`src/rtl/vtpg_pkg.sv`:
```
// Shared definitions for the video timing pattern generator control path:
// controller state encoding and the cfg_field index constants used by both
// the mode controller and the generator's register block.
package vtpg_pkg;

  // Controller states
  typedef enum logic [2:0] {
    IDLE    = 3'd0,
    RUN     = 3'd1,
    WAIT_VS = 3'd2,
    HOLD    = 3'd3,
    LOAD    = 3'd4
  } ctrlState_e;

  // cfg_field indices; 9..15 select nothing
  localparam logic [3:0] FLD_H_END      = 4'd0;
  localparam logic [3:0] FLD_HS_START   = 4'd1;
  localparam logic [3:0] FLD_HS_END     = 4'd2;
  localparam logic [3:0] FLD_HACT_START = 4'd3;
  localparam logic [3:0] FLD_HACT_END   = 4'd4;
  localparam logic [3:0] FLD_VS_START   = 4'd5;
  localparam logic [3:0] FLD_VS_END     = 4'd6;
  localparam logic [3:0] FLD_VACT_START = 4'd7;
  localparam logic [3:0] FLD_VACT_END   = 4'd8;

  // Horizontal fields occupy indices 0..4, vertical fields 5..8
  localparam int NUM_H_FIELDS = 5;
  localparam int NUM_V_FIELDS = 4;

  // True when the field index selects a horizontal timing
  function automatic logic fieldIsH(input logic [3:0] fld);
    return fld <= FLD_HACT_END;
  endfunction

  // True when the field index selects a vertical timing
  function automatic logic fieldIsV(input logic [3:0] fld);
    return (fld >= FLD_VS_START) && (fld <= FLD_VACT_END);
  endfunction

endpackage

```
`src/rtl/vtpg_mode_ctrl_if.sv`:
```
// Register/CPU side bus of the mode controller: mode-table write port plus
// the mode-switch / stop request handshake.
interface vtpg_mode_ctrl_if #(
  parameter int MODE_BITS = 2
);
  logic                 cfg_wr;
  logic [MODE_BITS-1:0] cfg_mode;
  logic [3:0]           cfg_field;
  logic [15:0]          cfg_data;
  logic                 req_valid;
  logic                 req_ready;
  logic [MODE_BITS-1:0] req_mode;
  logic                 req_stop;

  // Register/CPU side
  modport master (
    output cfg_wr, cfg_mode, cfg_field, cfg_data,
    output req_valid, req_mode, req_stop,
    input  req_ready
  );

  // Mode controller side
  modport slave (
    input  cfg_wr, cfg_mode, cfg_field, cfg_data,
    input  req_valid, req_mode, req_stop,
    output req_ready
  );
endinterface

```
`src/rtl/vtpg_mode_table.sv`:
```
// Mode preset table: NUM_MODES entries of nine timing fields each, one write
// port and an unregistered read port. Reads are combinational so a write on
// the same edge as a LOAD of that entry is seen only by later loads.
module vtpg_mode_table
  import vtpg_pkg::*;
#(
  parameter int H_BITS    = 12,
  parameter int V_BITS    = 12,
  parameter int MODE_BITS = 2
) (
  input  logic                                     clk,
  input  logic                                     rst_n,
  input  logic                                     wrEn,
  input  logic [MODE_BITS-1:0]                     wrMode,
  input  logic [3:0]                               wrField,
  input  logic [15:0]                              wrData,
  input  logic [MODE_BITS-1:0]                     rdMode,
  output logic [NUM_H_FIELDS-1:0][H_BITS-1:0]      rdH,
  output logic [NUM_V_FIELDS-1:0][V_BITS-1:0]      rdV
);

  localparam int NUM_MODES = 2 ** MODE_BITS;

  logic [NUM_H_FIELDS-1:0][H_BITS-1:0] hAll [NUM_MODES];
  logic [NUM_V_FIELDS-1:0][V_BITS-1:0] vAll [NUM_MODES];

  logic [2:0] hIdx;
  logic [1:0] vIdx;

  assign hIdx = wrField[2:0];
  assign vIdx = 2'(wrField - FLD_VS_START);

  genvar gi;
  generate
    for (gi = 0; gi < NUM_MODES; gi++) begin : gEntry
      logic [NUM_H_FIELDS-1:0][H_BITS-1:0] hEnt;
      logic [NUM_V_FIELDS-1:0][V_BITS-1:0] vEnt;

      // Field write into this entry; out-of-range field indices are dropped
      always_ff @(posedge clk or negedge rst_n) begin
        if (!rst_n) begin
          hEnt <= '0;
          vEnt <= '0;
        end else if (wrEn && (wrMode == MODE_BITS'(gi))) begin
          if (fieldIsH(wrField)) begin
            hEnt[hIdx] <= wrData[H_BITS-1:0];
          end else if (fieldIsV(wrField)) begin
            vEnt[vIdx] <= wrData[V_BITS-1:0];
          end
        end
      end

      assign hAll[gi] = hEnt;
      assign vAll[gi] = vEnt;
    end
  endgenerate

  assign rdH = hAll[rdMode];
  assign rdV = vAll[rdMode];

endmodule

```
`src/rtl/vtpg_mode_ctrl.sv`:
```
// Mode controller for the video timing pattern generator. Accepts mode-switch
// and stop requests, waits for a vsync boundary when the generator is running,
// holds the generator in reset, loads the new timing set and releases it.
// Optional build macro VTPG_CTRL_CHECK_EN: validate the entry at LOAD and
// refuse (err_cfg, back to IDLE) an inconsistent timing set.
module vtpg_mode_ctrl
  import vtpg_pkg::*;
#(
  parameter int H_BITS    = 12,
  parameter int V_BITS    = 12,
  parameter int MODE_BITS = 2,
  parameter int HOLD_CYC  = 2,
  parameter int TIMEOUT   = 1048576
) (
  input  logic                 clk,
  input  logic                 rst_n,
  vtpg_mode_ctrl_if.slave      bus,
  input  logic                 vs,
  output logic                 gen_rst_n,
  output logic [H_BITS-1:0]    tH_END,
  output logic [H_BITS-1:0]    tHS_START,
  output logic [H_BITS-1:0]    tHS_END,
  output logic [H_BITS-1:0]    tHACT_START,
  output logic [H_BITS-1:0]    tHACT_END,
  output logic [V_BITS-1:0]    tVS_START,
  output logic [V_BITS-1:0]    tVS_END,
  output logic [V_BITS-1:0]    tVACT_START,
  output logic [V_BITS-1:0]    tVACT_END,
  output logic [MODE_BITS-1:0] active_mode,
  output logic                 busy,
  output logic [15:0]          frame_cnt,
  output logic                 err_timeout,
  output logic                 err_cfg
);

  localparam int TO_W = (TIMEOUT > 1) ? $clog2(TIMEOUT) : 1;
  localparam int HC_W = $clog2(HOLD_CYC + 1);

  ctrlState_e                          state;
  logic                                vsQ;
  logic                                vsRise;
  logic                                accept;
  logic [MODE_BITS-1:0]                pendMode;
  logic                                pendStop;
  logic [HC_W-1:0]                     holdCnt;
  logic [TO_W-1:0]                     toCnt;
  logic                                genRstN;
  logic [NUM_H_FIELDS-1:0][H_BITS-1:0] hOut;
  logic [NUM_V_FIELDS-1:0][V_BITS-1:0] vOut;
  logic [MODE_BITS-1:0]                activeMode;
  logic [15:0]                         frameCnt;
  logic                                errTimeout;
  logic [NUM_H_FIELDS-1:0][H_BITS-1:0] rdH;
  logic [NUM_V_FIELDS-1:0][V_BITS-1:0] rdV;

  vtpg_mode_table #(
    .H_BITS    (H_BITS),
    .V_BITS    (V_BITS),
    .MODE_BITS (MODE_BITS)
  ) uTable (
    .clk     (clk),
    .rst_n   (rst_n),
    .wrEn    (bus.cfg_wr),
    .wrMode  (bus.cfg_mode),
    .wrField (bus.cfg_field),
    .wrData  (bus.cfg_data),
    .rdMode  (pendMode),
    .rdH     (rdH),
    .rdV     (rdV)
  );

  assign vsRise        = vs & ~vsQ;
  assign bus.req_ready = (state == IDLE) || (state == RUN);
  assign accept        = bus.req_valid & bus.req_ready;
  assign busy          = (state == WAIT_VS) || (state == HOLD) || (state == LOAD);

`ifdef VTPG_CTRL_CHECK_EN
  logic errCfgReg;
  logic cfgOk;

  // Entry consistency: sync pulses and active regions ordered and inside the line
  assign cfgOk = (rdH[1] <  rdH[2]) && (rdH[2] <= rdH[0]) &&
                 (rdH[3] <  rdH[4]) && (rdH[4] <= rdH[0]) &&
                 (rdV[0] <  rdV[1]) &&
                 (rdV[2] <  rdV[3]);
  assign err_cfg = errCfgReg;
`else
  assign err_cfg = 1'b0;
`endif

  // Control FSM with all generator-facing outputs registered
  always_ff @(posedge clk or negedge rst_n) begin
    if (!rst_n) begin
      state      <= IDLE;
      vsQ        <= 1'b0;
      pendMode   <= '0;
      pendStop   <= 1'b0;
      holdCnt    <= '0;
      toCnt      <= '0;
      genRstN    <= 1'b0;
      hOut       <= '0;
      vOut       <= '0;
      activeMode <= '0;
      frameCnt   <= '0;
      errTimeout <= 1'b0;
`ifdef VTPG_CTRL_CHECK_EN
      errCfgReg  <= 1'b0;
`endif
    end else begin
      vsQ <= vs;

      // A new request latches its target and clears the sticky errors
      if (accept) begin
        pendMode   <= bus.req_mode;
        pendStop   <= bus.req_stop;
        errTimeout <= 1'b0;
`ifdef VTPG_CTRL_CHECK_EN
        errCfgReg  <= 1'b0;
`endif
      end

      unique case (state)
        IDLE: begin
          // Generator already in reset: no vsync wait; a stop is a no-op
          if (accept && !bus.req_stop) begin
            holdCnt <= '0;
            state   <= HOLD;
          end
        end

        RUN: begin
          if (vsRise) begin
            frameCnt <= frameCnt + 16'd1;
          end
          if (accept) begin
            toCnt <= '0;
            state <= WAIT_VS;
          end
        end

        WAIT_VS: begin
          if (vsRise) begin
            genRstN <= 1'b0;
            holdCnt <= '0;
            state   <= HOLD;
          end else if (toCnt == TO_W'(TIMEOUT - 1)) begin
            // No vsync seen: force the switch and flag it
            errTimeout <= 1'b1;
            genRstN    <= 1'b0;
            holdCnt    <= '0;
            state      <= HOLD;
          end else begin
            toCnt <= toCnt + TO_W'(1);
          end
        end

        HOLD: begin
          if (holdCnt == HC_W'(HOLD_CYC)) begin
            state <= pendStop ? IDLE : LOAD;
          end else begin
            holdCnt <= holdCnt + HC_W'(1);
          end
        end

        LOAD: begin
`ifdef VTPG_CTRL_CHECK_EN
          if (!cfgOk) begin
            // Refuse the entry: keep previous timings, generator stays in reset
            errCfgReg <= 1'b1;
            state     <= IDLE;
          end else begin
`else
          begin
`endif
            hOut       <= rdH;
            vOut       <= rdV;
            activeMode <= pendMode;
            frameCnt   <= '0;
            genRstN    <= 1'b1;
            state      <= RUN;
          end
        end

        default: state <= IDLE;
      endcase
    end
  end

  assign gen_rst_n   = genRstN;
  assign tH_END      = hOut[0];
  assign tHS_START   = hOut[1];
  assign tHS_END     = hOut[2];
  assign tHACT_START = hOut[3];
  assign tHACT_END   = hOut[4];
  assign tVS_START   = vOut[0];
  assign tVS_END     = vOut[1];
  assign tVACT_START = vOut[2];
  assign tVACT_END   = vOut[3];
  assign active_mode = activeMode;
  assign frame_cnt   = frameCnt;
  assign err_timeout = errTimeout;

endmodule

```
`src/flat_wrapper.sv`:
```
// flat-port wrapper written by rule: the top's interface ports become plain ports
module vtpg_mode_ctrl_flat import vtpg_pkg::*;
#(
  parameter int H_BITS    = 12,
  parameter int V_BITS    = 12,
  parameter int MODE_BITS = 2,
  parameter int HOLD_CYC  = 2,
  parameter int TIMEOUT   = 1048576
)
  (clk, rst_n, vs, gen_rst_n, tH_END, tHS_START, tHS_END, tHACT_START, tHACT_END, tVS_START, tVS_END, tVACT_START, tVACT_END, active_mode, busy, frame_cnt, err_timeout, err_cfg, bus_cfg_wr, bus_cfg_mode, bus_cfg_field, bus_cfg_data, bus_req_valid, bus_req_mode, bus_req_stop, bus_req_ready);
  vtpg_mode_ctrl_if #(.MODE_BITS(MODE_BITS)) bus_i ();
  input  logic clk;
  input  logic rst_n;
  input  logic vs;
  output logic gen_rst_n;
  output logic [H_BITS-1:0] tH_END;
  output logic [H_BITS-1:0] tHS_START;
  output logic [H_BITS-1:0] tHS_END;
  output logic [H_BITS-1:0] tHACT_START;
  output logic [H_BITS-1:0] tHACT_END;
  output logic [V_BITS-1:0] tVS_START;
  output logic [V_BITS-1:0] tVS_END;
  output logic [V_BITS-1:0] tVACT_START;
  output logic [V_BITS-1:0] tVACT_END;
  output logic [MODE_BITS-1:0] active_mode;
  output logic busy;
  output logic [15:0] frame_cnt;
  output logic err_timeout;
  output logic err_cfg;
  input wire logic [$bits(bus_i.cfg_wr)-1:0] bus_cfg_wr;
  input wire logic [$bits(bus_i.cfg_mode)-1:0] bus_cfg_mode;
  input wire logic [$bits(bus_i.cfg_field)-1:0] bus_cfg_field;
  input wire logic [$bits(bus_i.cfg_data)-1:0] bus_cfg_data;
  input wire logic [$bits(bus_i.req_valid)-1:0] bus_req_valid;
  input wire logic [$bits(bus_i.req_mode)-1:0] bus_req_mode;
  input wire logic [$bits(bus_i.req_stop)-1:0] bus_req_stop;
  output wire logic [$bits(bus_i.req_ready)-1:0] bus_req_ready;
  assign bus_i.cfg_wr = bus_cfg_wr;
  assign bus_i.cfg_mode = bus_cfg_mode;
  assign bus_i.cfg_field = bus_cfg_field;
  assign bus_i.cfg_data = bus_cfg_data;
  assign bus_i.req_valid = bus_req_valid;
  assign bus_i.req_mode = bus_req_mode;
  assign bus_i.req_stop = bus_req_stop;
  assign bus_req_ready = bus_i.req_ready;
  vtpg_mode_ctrl #(.H_BITS(H_BITS), .V_BITS(V_BITS), .MODE_BITS(MODE_BITS), .HOLD_CYC(HOLD_CYC), .TIMEOUT(TIMEOUT)) u_core (.clk(clk), .rst_n(rst_n), .bus(bus_i), .vs(vs), .gen_rst_n(gen_rst_n), .tH_END(tH_END), .tHS_START(tHS_START), .tHS_END(tHS_END), .tHACT_START(tHACT_START), .tHACT_END(tHACT_END), .tVS_START(tVS_START), .tVS_END(tVS_END), .tVACT_START(tVACT_START), .tVACT_END(tVACT_END), .active_mode(active_mode), .busy(busy), .frame_cnt(frame_cnt), .err_timeout(err_timeout), .err_cfg(err_cfg));
endmodule
```
`config.mk`:
```
export PLATFORM = sky130hd
export DESIGN_NAME = vtpg_mode_ctrl_flat
export DESIGN_NICKNAME = d
export VERILOG_FILES = /design/src/rtl/vtpg_pkg.sv /design/src/rtl/vtpg_mode_ctrl_if.sv /design/src/rtl/vtpg_mode_table.sv /design/src/rtl/vtpg_mode_ctrl.sv /design/src/flat_wrapper.sv
export SDC_FILE = /design/constraint.sdc
export NUM_CORES = 1
export LEC_CHECK = 0
export BUFFER_PORTS_ARGS = -buffer_cell sky130_fd_sc_hd__buf_2
export CORE_MARGIN = 1.5
export CORE_UTILIZATION = 55
export DETAILED_ROUTE_END_ITERATION = 8
export PLACE_DENSITY_LB_ADDON = 0.1
export SYNTH_ARGS = -nofsm -noshare
export SYNTH_HDL_FRONTEND = slang
export SYNTH_SLANG_ARGS = --single-unit
```
`constraint.sdc`:
```
create_clock -name clk -period 2.4 [get_ports clk]
set_input_delay 0.48 -clock clk [delete_from_list [all_inputs] [get_ports clk]]
set_output_delay 0.48 -clock clk [all_outputs]
set_load 0.02 [all_outputs]
```
==> Word level (Yosys, flattened, before mapping) <==
Index checks and enable logic that the tools add are counted.
{ "totals": {"regBits": 589, "input_bits": 30, "out_inout_bits": 131, "wordCells": 163} }
{ "op_classes": {"add_sub_neg": 4, "n_lt_le_gt_ge": 8, "n_eq_ne": 17, "muxes": 43, "bitwise": 5, "reduce_logical": 31} }
{ "ops": {"columns": ["cell", "n"], "rows": [
  ["$bwmux W60", 4],
  ["$bwmux W48", 4],
  ["$bmux W60 S2", 1],
  ["$mux W60", 2],
  ["$bmux W48 S2", 1],
  ["$mux W48", 2],
  ["$mux W20", 3],
  ["$pmux W20 S2", 1],
  ["$demux W12 S3", 1],
  ["$pmux W16 S2", 1],
  ["$demux W12 S2", 1],
  ["$mux W12", 2],
  ["$add A20 B1 Y20 const B", 1],
  ["$eq A20 B20 Y1 const B", 1],
  ["$mux W3", 6],
  ["$add A16 B1 Y16 const B", 1],
  ["$mux W16", 1],
  ["$pmux W3 S5", 1],
  ["$reduce_and A2 Y1", 6],
  ["$reduce_and A3 Y1", 4],
  ["$reduce_and A4 Y1", 3],
  ["$ne A2 B2 Y1 const B", 5],
  ["$logic_and A1 B1 Y1", 8],
  ["$mux W2", 4],
  ["29 further kinds", 44]
]} }

==> Longest topological paths before layout <==
{ "logic_depth": {"ltp_word": 7, "mapped_depth": 8, "mapped_depth_nobuf": 6} }

==> Modules after synthesis <==
From an unflattened synthesis, not the netlist that was laid out.
{ "unflattened": {"hier_cells": 1871, "hier_area_um2": 26057.5} }
{ "by_module_without_submodules": {"columns": ["module", "instances", "cells_per_inst", "area_per_inst_um2", "seq_area_each_um2"], "rows": [
  ["vtpg_mode_table", 1, 1127, 19077.0, 10810.4],
  ["vtpg_mode_ctrl", 1, 744, 6980.4, 3928.8]
]} }

==> Least setup slack after synthesis <==
Ideal clock, no wire load.
{ "synth_timing": {"path_kind": "input port to flip-flop", "startpoint": "input port bus_cfg_field[1]", "endpoint": "register u_core.uTable.gEntry[3].hEnt[10] in the netlist's numbering", "setup_ps": 125, "arrival_time_ps": 1884, "t_required_ps": 2275, "setup_slack_ps": 392, "path_stages": 7, "path_cell_list": "clkbuf_1 > o21ai_0 > and2_1 > nand3_1 > nor2_1 > buf_2 > mux2_2"} }
{ "synth_between": {"elab_chain_cells": 5, "elab_cells_between_ends": 8, "cone_classes": "order compare: 3; mux: 3; reduce/logical: 2"} }
{ "synth_rtl": {"columns": ["item", "line", "source"], "rows": [
  ["from (decl)", "flat_wrapper.sv:32", "input wire logic [$bits(bus_i.cfg_field)-1:0] bus_cfg_field;"],
  ["$lt A3 B4 Y1 (not written as such) or $ge A3 B1 Y1 (tied branches)", "vtpg_mode_table.sv:46", "hEnt[hIdx] <= wrData[H_BITS-1:0];"],
  ["$logic_and A1 B1 Y1 (not written as such)", "vtpg_mode_table.sv:46", null],
  ["$mux W12 (not written as such)", "vtpg_mode_table.sv:46", null],
  ["$demux W12 S3", "vtpg_mode_table.sv:46", null],
  ["$bwmux W60", "vtpg_mode_table.sv:46", null],
  ["to (signal, indexed assignment)", "vtpg_mode_table.sv:46", null],
  ["to (decl)", "vtpg_mode_table.sv:36", "logic [NUM_H_FIELDS-1:0][H_BITS-1:0] hEnt;"]
]} }
Parallel ways exist; a longest one is shown, timed or not.
A chain may end at the register's enable or synchronous reset.

==> Worst setup path in the final report <==
{ "layout_timing": {"startpoint": "register u_core.state[0]", "endpoint": "output port busy"} }
{ "layout_between": {"elab_chain_cells": 3, "elab_cells_between_ends": 5, "cone_classes": "eq/ne: 3; reduce/logical: 2"} }
{ "layout_rtl": {"columns": ["item", "line", "source"], "rows": [
  ["from (decl)", "vtpg_mode_ctrl.sv:39", "ctrlState_e state;"],
  ["from (signal assigned)", "vtpg_mode_ctrl.sv:159", "state <= pendStop ? IDLE : LOAD;"],
  ["$eq A3 B2 Y1", "vtpg_mode_ctrl.sv:75", "assign busy = (state == WAIT_VS) || (state == HOLD) || (state == LOAD);"],
  ["$logic_or A1 B1 Y1", "vtpg_mode_ctrl.sv:75", null],
  ["$logic_or A1 B1 Y1 (*)", "vtpg_mode_ctrl.sv:75", null],
  ["to (decl)", "flat_wrapper.sv:26", "output logic busy;"]
]} }
Mark *: on every way between the ends. The rest lies on a longest branch, timed or not.

==> results.cfg <==
[cts]
h-tree-depth = 2
numCtsBuffers = 59
cts.clk_slew.worst_paths_ns = 0.06
insertion_delay_ns = 0.63
clk_path_buf_depth = 3
cts_tree = yes
post_cts_buffers = 0
root_buffer = clkbuf_16
cts.sinks = 589

[floorplan]
ios = 161
fp.dieW_um = 218
initial_core_util_pct = 55.9
die_h_um = 218
std_cell_rows = 78
die_area_mm2 = 0.0475
coreArea_mm2 = 0.0455

[timing]
maxSlewHeadroom_pct = 39.9
rsz0062_at_grt = false
drv_slew = 0
setup_viol = 0
timing.setup.tns_ns = 0
min_period_ns = 2.19
fmax_mhz = 457
worstMarginPinSlew_ns = 0.902
clock-skew-final_ns = 0.0182
worst_slack_ns = 0.211
final_hold_viol_count = 0
post-route-period-util_pct = 91.2

[layout]
mostFrequentLayoutCell = dfrtp_1
multiInputGateArea_mm2 = 0.0101
layout_common_cells = 587 x dfrtp_1, 434 x mux2_2, 375 x nand2_1
register_area_mm2 = 0.0147
stdcell_count = 2689
fin_area_mm2 = 0.0295
fillCellCount = 3444
syn2layout_area_growth_pct = 16.1
finish.net_count = 2076
drive_gt1_share_pct = 42.9

[global_routing]
grt_first_pass_wirelength_um = 92300
grt_max_degree = 114
grt_pass1_vias = 16325
grt_overflow_total = 0
gr-usage-all-layers_pct = 25.1
antenna_found_initial = 2

[critical_path]
crit_required_ns = 1.92
criticalPathCategory = register to output pin
cp.arrival_ns = 1.71
ff2ff_setup_slack_ns = 0.29
cp-start-kind = register
crit_path_end_kind = output pin
crit_fanout = 14

[synthesis]
synthesis.nets = 1899
ys.warnings.count = 0
synth.ff_latch_count = 589
syn_area_mm2 = 0.0254
synth-seq-area-share_pct = 58.0
postSynthCellCount = 1866
avgSynthCellArea_um2 = 13.6
synth_cell_types = 54

[route]
viasPerCell = 5.77
wl_per_cell_um = 21.4
drc = 0
drt_iter0_markers = 900
firstDrtPassIters = 5
dr_total_vias = 15512
final_antenna_net_count = 0
wirelength_um = 57500

[placement]
gp_congestion = 0.773
dpl.cell_count = 2580
hpwl_um = 35800
place_area_mm2 = 0.0275
io_buffers = 155
dp_slack_ns = 0.242

[run]
maxCapViolCount = 0

[run_status]
status = finished, final reports clean

[power]
peakVddDrop_mv = 0.649
p_total_uw = 26700
powerDensity_mw_per_mm2 = 904
p_leak_uw = 0.0147

[worst_hold_path]
hp-class = input pin to register
==> routing by layer <==
| metal | track usage [%] | wire length, µm | vias up |
|---|---|---|---|
| li1 | - | - | 6907 |
| met1 | 35.7 | 26400 | 8205 |
| met2 | 40.4 | 27400 | 312 |
| met3 | 3.99 | 2390 | 88 |
| met4 | 7.24 | 1320 | 0 |
| met5 | 0 | 0 | - |
==> layout make-up <==
| class | count | share of cell area, % |
|---|---|---|
| Timing Repair Buffer | 255 | 6.62 |
| Clock inverter | 10 | 0.428 |
| Antenna cell | 1 | 0.00848 |
| Tap cell | 600 | 2.54 |
| Sequential cell | 589 | 50.0 |
| Multi-Input combinational cell | 1133 | 34.1 |
| Clock buffer | 96 | 6.22 |
| Inverter | 5 | 0.0636 |
==> worst paths after layout <==
kind                                      from                          endpoint  cells past startpoint
setup / recovery               u_core.state[0]                              busy                      5
hold / removal                 bus_req_mode[0]                u_core.pendMode[0]                      2
setup reg to reg               u_core.state[0]                  u_core.toCnt[11]                      5
hold reg to reg            u_core.tHS_START[3]               u_core.tHS_START[3]                      2
max in group asynchronous                rst_n                u_core.pendMode[1]                      4
min in group asynchronous                rst_n  u_core.uTable.gEntry[0].hEnt[24]                      2
==> flip-flops by register name (all words and copies together), names as in the netlist, 2 cells and up <==
| signal | count |
|---|---|
| u_core.toCnt | 20 |
| u_core.tVS_START | 12 |
| u_core.tH_END | 12 |
| u_core.active_mode | 2 |
| u_core.uTable.gEntry.hEnt | 240 |
| u_core.pendMode | 2 |
| u_core.tHACT_END | 12 |
| u_core.holdCnt | 2 |
| u_core.tHACT_START | 12 |
| u_core.tVACT_START | 12 |
| u_core.tHS_START | 12 |
| u_core.tVACT_END | 12 |
| u_core.tVS_END | 12 |
| u_core.state | 3 |
| u_core.uTable.gEntry.vEnt | 192 |
| u_core.frame_cnt | 16 |
| u_core.tHS_END | 12 |
==> worst max-delay path, cell delays in order, from the launching register on <==
cell and delay (ns):
dfrtp_1 0.37, buf_4 0.18, nor2_1 0.19, nand2_4 0.08
o21ai_0 0.08, buf_2 0.19
==> report_power, final <==
| part | internal, µW | switching [µW] |
|---|---|---|
| registers | 11100 | 782 |
| logic | 2830 | 2750 |
| clock network | 5400 | 3810 |
| total | 19300 | 7340 |
==> synth_stat cells, drive strengths merged <==
library cell	number	share of area, %
dfrtp	589	58
mux2	436	19
nand2	376	5.6
mux4	108	9.6
clkbuf	84	1.2
buf	55	1.1
nor2	50	0.74
nand3	19	0.37
o21ai	18	0.35
o31ai	14	0.41
nor3	11	0.28
a21oi	9	0.22
a31oi	9	0.22
nand4	9	0.22
a41oi	6	0.21
nor2b	6	0.15
or3	6	0.15
xnor2	6	0.21
and3	5	0.12
inv	5	0.074
xor2	5	0.17
nor3b	4	0.12
and2	3	0.074
and4	3	0.10
ha	3	0.15
nand2b	3	0.074
or3b	3	0.10
a21o	2	0.059
nand3b	2	0.059
nand4b	2	0.069
nor4	2	0.074
nor4b	2	0.094
or2	2	0.049
a22o	1	0.034
a31o	1	0.034
and3b	1	0.034
conb	1	0.015
o21ba	1	0.039
o21bai	1	0.030
o22ai	1	0.025
o311ai	1	0.034
o41ai	1	0.034
==> cell families after synthesis <==
kind of cell | synth area share, %
mux | 28.9
other cells | 0.0148
compound gates | 1.71
simple gates | 8.44
flops | 58.0
xor+xnor | 0.379
buf+inv | 2.44
fa+ha+maj | 0.148
==> repair_timing <==
action,4_1_cts,5_1_grt
hold buffers,2,0
endpoints found under the hold margin,41,0
gates resized for setup,0,0
==> stage by stage <==
step | hold WS, ns | util [%]
6_report | 0.117 | 64.9
3_3_place_gp | 0.447 | 60.5
5_1_grt | 0.121 | 64.9
3_5_place_dp | 0.453 | 60.5
4_1_cts | 0.0934 | 64.9
2_1_floorplan | 0.184 | -
Note: power is estimated with default switching activity, not from simulation.
